==> src/rtl/wb_slave_resp_pkg.sv <==
// Shared definitions for the Wishbone responder: FSM encoding, SPI register offsets
// and the byte-lane merge used by the register file.
package wb_slave_resp_pkg;

    typedef enum logic [1:0] {
        IDLE = 2'd0,
        WAIT = 2'd1,
        RESP = 2'd2
    } state_t;

    localparam logic [4:0] OFS_RX_0   = 5'h00;
    localparam logic [4:0] OFS_TX_0   = 5'h00;
    localparam logic [4:0] OFS_RX_1   = 5'h04;
    localparam logic [4:0] OFS_RX_2   = 5'h08;
    localparam logic [4:0] OFS_RX_3   = 5'h0C;
    localparam logic [4:0] OFS_CTRL   = 5'h10;
    localparam logic [4:0] OFS_DIVIDE = 5'h14;
    localparam logic [4:0] OFS_SS     = 5'h18;

    function automatic logic [31:0] byte_merge(input logic [31:0] old_w,
                                               input logic [31:0] new_w,
                                               input logic [3:0]  sel);
        logic [31:0] res;
        res = old_w;
        for (int k = 0; k < 4; k++)
            if (sel[k]) res[k*8 +: 8] = new_w[k*8 +: 8];
        return res;
    endfunction

endpackage

==> src/rtl/wb_slave_regfile.sv <==
// DEPTH x 32 word storage with per-byte write enables and combinational read.
// Indices at or beyond DEPTH read as zero and are never written.
module wb_slave_regfile
    import wb_slave_resp_pkg::*;
#(
    parameter int DEPTH = 7,
    parameter int IW    = 3
) (
    input  logic          clk,
    input  logic          rst_n,
    input  logic          we,
    input  logic [3:0]    sel,
    input  logic [IW-1:0] idx,
    input  logic [31:0]   wdata,
    output logic [31:0]   rdata
);

    logic [31:0] mem [DEPTH];

    for (genvar w = 0; w < DEPTH; w++) begin : g_word
        always_ff @(posedge clk or negedge rst_n) begin
            if (!rst_n)
                mem[w] <= '0;
            else if (we && idx == IW'(w))
                mem[w] <= byte_merge(mem[w], wdata, sel);
        end
    end

    always_comb begin
        rdata = '0;
        for (int i = 0; i < DEPTH; i++)
            if (idx == IW'(i)) rdata = mem[i];
    end

endmodule

==> src/rtl/wb_slave_resp.sv <==
// Wishbone classic-cycle target: small register file, programmable wait states,
// error termination for out-of-range words, and a completed-access counter.
module wb_slave_resp
    import wb_slave_resp_pkg::*;
#(
    parameter int AW    = 5,
    parameter int DW    = 32,
    parameter int DEPTH = 7
) (
    input  logic          wb_clk_i,
    input  logic          wb_rst_i,
    input  logic [AW-1:0] wb_adr_i,
    input  logic [DW-1:0] wb_dat_i,
    output logic [DW-1:0] wb_dat_o,
    input  logic [3:0]    wb_sel_i,
    input  logic          wb_we_i,
    input  logic          wb_stb_i,
    input  logic          wb_cyc_i,
    output logic          wb_ack_o,
    output logic          wb_err_o,
    input  logic [3:0]    wait_cfg_i,
    output logic [15:0]   acc_cnt_o
);

    localparam int IW = AW - 2;
    localparam logic [IW:0] DEPTH_W = DEPTH[IW:0];

    state_t        state_q, state_d;
    logic [IW-1:0] idx_q;
    logic          we_q;
    logic [3:0]    sel_q;
    logic [DW-1:0] dat_q;
    logic          err_q;
    logic [3:0]    cnt_q;
    logic [15:0]   acc_q;
    logic [31:0]   rdata;

    logic          req, oor, resp;
    logic [IW-1:0] idx_in;
    logic          unused_adr_lsb;

    assign req            = wb_cyc_i & wb_stb_i;
    assign idx_in         = wb_adr_i[AW-1:2];
    assign oor            = {1'b0, idx_in} >= DEPTH_W;
    assign unused_adr_lsb = ^wb_adr_i[1:0];

    always_ff @(posedge wb_clk_i or negedge wb_rst_i) begin
        if (!wb_rst_i) begin
            state_q <= IDLE;
            idx_q   <= '0;
            we_q    <= 1'b0;
            sel_q   <= '0;
            dat_q   <= '0;
            err_q   <= 1'b0;
            cnt_q   <= '0;
            acc_q   <= '0;
        end else begin
            state_q <= state_d;
            if (state_q == IDLE && req) begin
                idx_q <= idx_in;
                we_q  <= wb_we_i;
                sel_q <= wb_sel_i;
                dat_q <= wb_dat_i;
                err_q <= oor;
                cnt_q <= wait_cfg_i;
            end else if (state_q == WAIT) begin
                cnt_q <= req ? cnt_q - 4'd1 : '0;
            end
            // Counter wraps naturally at 16 bits; aborts never reach RESP.
            if (state_q == RESP)
                acc_q <= acc_q + 16'd1;
        end
    end

    always_comb begin
        state_d = state_q;
        case (state_q)
            IDLE: if (req) state_d = (wait_cfg_i != '0) ? WAIT : RESP;
            WAIT: begin
                if (!req)              state_d = IDLE;
                else if (cnt_q == 4'd1) state_d = RESP;
            end
            RESP:    state_d = IDLE;
            default: state_d = IDLE;
        endcase
    end

    // Terminations decode straight from the state flop, so each lasts exactly one cycle.
    assign resp      = (state_q == RESP);
    assign wb_ack_o  = resp & ~err_q;
    assign wb_err_o  = resp & err_q;
    assign wb_dat_o  = wb_ack_o ? rdata : '0;
    assign acc_cnt_o = acc_q;

    wb_slave_regfile #(.DEPTH(DEPTH), .IW(IW)) u_regfile (
        .clk   (wb_clk_i),
        .rst_n (wb_rst_i),
        .we    (resp & we_q & ~err_q),
        .sel   (sel_q),
        .idx   (idx_q),
        .wdata (dat_q),
        .rdata (rdata)
    );

endmodule
==> config.mk <==
export PLATFORM = sky130hd
export DESIGN_NAME = wb_slave_resp
export DESIGN_NICKNAME = d
export VERILOG_FILES = /design/src/rtl/wb_slave_resp_pkg.sv /design/src/rtl/wb_slave_regfile.sv /design/src/rtl/wb_slave_resp.sv
export SDC_FILE = /design/constraint.sdc
export NUM_CORES = 1
export LEC_CHECK = 0
export CORE_MARGIN = 2
export CORE_UTILIZATION = 55
export DETAILED_ROUTE_END_ITERATION = 8
export PLACE_DENSITY = 0.76
export SLEW_MARGIN = 20
export SYNTH_ARGS = -nofsm -noshare
export SYNTH_HDL_FRONTEND = slang
export SYNTH_SLANG_ARGS = --single-unit
==> constraint.sdc <==
create_clock -name wb_clk_i -period 5.9 [get_ports wb_clk_i]
set_input_delay 1.475 -clock wb_clk_i [delete_from_list [all_inputs] [get_ports wb_clk_i]]
set_output_delay 1.475 -clock wb_clk_i [all_outputs]
set_load 0.05 [all_outputs]
==> run metrics <==
post-synth top area share about 55%; Initial DRC Count between 400 and 500; cell leakage power 7.115 nW; fin crit share roughly nine tenths; Fmax around 0.19 GHz; synth unique cells between 40 and 50; most frequent cells after synthesis dfrtp_1 (287), mux2_2 (282), nor2_1 (38); I/O Buffers between 90 and 100; setup TNS 0 ps; CTS root buffer clkbuf_16; DRT antenna net count 0; layout cells sized above 1 35.81%; Max rail drop VDD 0.2236 mV; switch share roughly 27%; vias in the first global route ~8,400; first-pass GRT wire length 45,410 µm; Vias 8,134; Total Wirelength between 20,000 and 30,000 µm; Die Area between 20,000 and 30,000 µm²; CTS resizes 0; DR vias/cell between 5 and 6; Comb power frac 12.7%; latest clock arrival within the worst-skew pair 540 ps; TritonCTS clock tree built; number of synthesized flops with an enable pin 0; crit path time final approximately 5300 ps; DR WL/cell approximately 20 µm; post-CTS setup buffer count 0; Area Growth Syn to Fin 16.98%; Hold WC Path Type register to register; dpl hpwl 17,010 µm; H-tree levels 1; Sink Count ~290; syn nets ~1,000; #FFs+latches synth roughly 290; count leader, synth dfrtp_1; number of diodes 0; Post-Synthesis Cells about 950; Bufs on Longest Clock Path 3; Hold Startpoint acc_cnt_o[15]$_DFFE_PN0N_; DRC viols 0; RSZ-0062 raised after global routing no; R2R depth 5; Avg Cell Area, Syn roughly 14 µm²; Setup CP Type register to output pin; worst slew pin tran between 800 and 900 ps; RR Endpoint u_regfile.mem[71]$_DFFE_PN0P_; Detailed Routing Iterations Pass 1 4; sequential power share roughly 48%; filler cell count around 1,800; FP Rows 56; async set or reset register ratio after synthesis 100.0%; post-placement cell count 1,329; hold endpoint acc_cnt_o[15]$_DFFE_PN0N_; Hold Path Depth 1; post-synthesis sequential area ratio between 50% and 60%; initial antenna violation count 0; Clock Skew approximately 7.7 ps; clock share of power approximately 39%; Slew Limit Fails 0; worst endpoint required time around 4400 ps; Initial Util 55.85%; largest net degree at the start of global routing ~120; # Max-Cap Violations 0; Synth Warn # 0; Overflow after GRT 0; crit path launch type register; Synth Flop Type dfrtp_1; Critical Path End Type output pin; hold buffer count at cts 0; CP max FO 21; Arr. time, crit path roughly 3800 ps; Psw about 1.3 mW; overall routing resource usage 23.21%; R2R Path Start idx_q[2]$_DFFE_PN0P_; Int Pwr 3.419 mW; Finished Layout Cells 1,383; Finished Cell Area between 15,000 and 20,000 µm²; clk slew on worst S/H paths roughly 60 ps; Final Setup Violations 0; Final #Nets between 1,000 and 1,500; ranking of synthesized cells by area dfrtp_1 (55%), mux2_2 (24%), a22o_1 (2.2%); Post-Route Utilization between 60% and 70%; final hold vios 0; area of placed instances 14,320 µm²; slew margin rel. about two fifths; CTS buffer count 30; Syn Std Cell Area approximately 13,000 µm²; Core Box Area 23,400 µm²; Die W 158.2 µm; post-synth top area cell dfrtp_1; DIE HEIGHT between 150 and 200 µm; outcome finished clean; I/O Pins 100; Pwr Density about 300 nW/µm²; GPL Wtd Cong between 0.7 and 0.8; flop2flop setup slack 3220 ps
## power by group through the flow
stage	sequential, mW	combinational (mW)	clock, mW
2_1_floorplan	2.23	0.395	0
3_3_place_gp	2.27	0.587	0
3_5_place_dp	2.28	0.597	0
4_1_cts	2.25	0.600	1.87
5_1_grt	2.27	0.646	1.95
6_report	2.24	0.592	1.83
## area by class of cell
cell class	count	area, µm²	area share, %
inverter	38	142.6	0.9328
clock inverter	7	66.31	0.4337
multi-input combinational	573	5492	35.91
timing repair buffer	112	1101	7.201
sequential	287	7184	46.98
clock buffer	47	905.9	5.924
tap	319	399.1	2.610
## worst max path at each step
stage	start	to	cells after the start
5_1_grt	idx_q[1]$_DFFE_PN0P_	wb_dat_o[10]	6
4_1_cts	idx_q[1]$_DFFE_PN0P_	wb_dat_o[10]	6
2_1_floorplan	idx_q[2]$_DFFE_PN0P_	wb_dat_o[25]	6
6_report	idx_q[1]$_DFFE_PN0P_	wb_dat_o[10]	6
3_3_place_gp	idx_q[1]$_DFFE_PN0P_	wb_dat_o[10]	6
3_5_place_dp	idx_q[1]$_DFFE_PN0P_	wb_dat_o[10]	6
## cells in the final DEF, fill, tap and decap left out, types with 2 or more instances in the layout
cell type,instances
clkbuf_16,31
a221oi_1,32
nor2_1,38
nand3_4,8
nand2_4,4
nor3_1,3
o2bb2ai_1,32
xnor2_1,10
a21oi_1,3
mux2_2,282
buf_4,14
o21ai_0,4
clkbuf_1,9
xor2_1,5
and4_1,2
clkdlybuf4s50_1,96
and3_1,3
clkbuf_8,7
nand2_1,11
ha_1,3
nand3_1,2
a22o_1,33
nor2_4,2
nand4_1,7
dfrtp_2,2
inv_1,37
nand2b_1,2
a311oi_1,32
clkinv_2,5
dfrtp_1,285
nand2_2,16
and2_1,7
mux2_1,14
## layer usage
metal  GRT usage (%)  share of wire (%)  vias to the layer above
li1                -                  -                     3729
met4           5.749                2.1                        0
met5               0                  0                        -
met1           32.17                 45                     4215
met3           3.778                3.8                       45
met2           38.55                 50                      145
## metrics by stage
step / setup slack, ps / hold slack [ps] / total power [mW]
6_report: 584.5 / 486.6 / 4.669
3_5_place_dp: 1223 / 474.0 / 2.877
2_1_floorplan: 1989 / 460.2 / 2.630
3_3_place_gp: 1235 / 465.1 / 2.860
4_1_cts: 637.3 / 489.8 / 4.718
5_1_grt: 514.6 / 509.6 / 4.865
## sequential cells by signal, summed over array words and instances (netlist names)
name / flops
dat_q: 32
err_q: 1
idx_q: 3
acc_cnt_o: 16
sel_q: 4
state_q: 2
u_regfile.mem: 224
we_q: 1
cnt_q: 4
## cells by family after synthesis
kind of cell	count (synthesis)	share of synthesized area, %
AO/OA/AOI/OAI	142	9.295
XOR/XNOR	15	1.005
adder cells (fa/ha/maj)	3	0.2872
buffers and inverters	91	3.187
flip-flops	287	54.94
multiplexers	297	25.58
AND/OR/NAND/NOR	116	5.705
## critical path, stage by stage (launching register included)
cell             delay [ps]
dfrtp_2                 670
nand2_1                 170
nor2_4                  540
buf_4                   380
a221oi_1                130
a311oi_1                500
clkdlybuf4s50_1         900
Power figures use the tool's default switching activity.
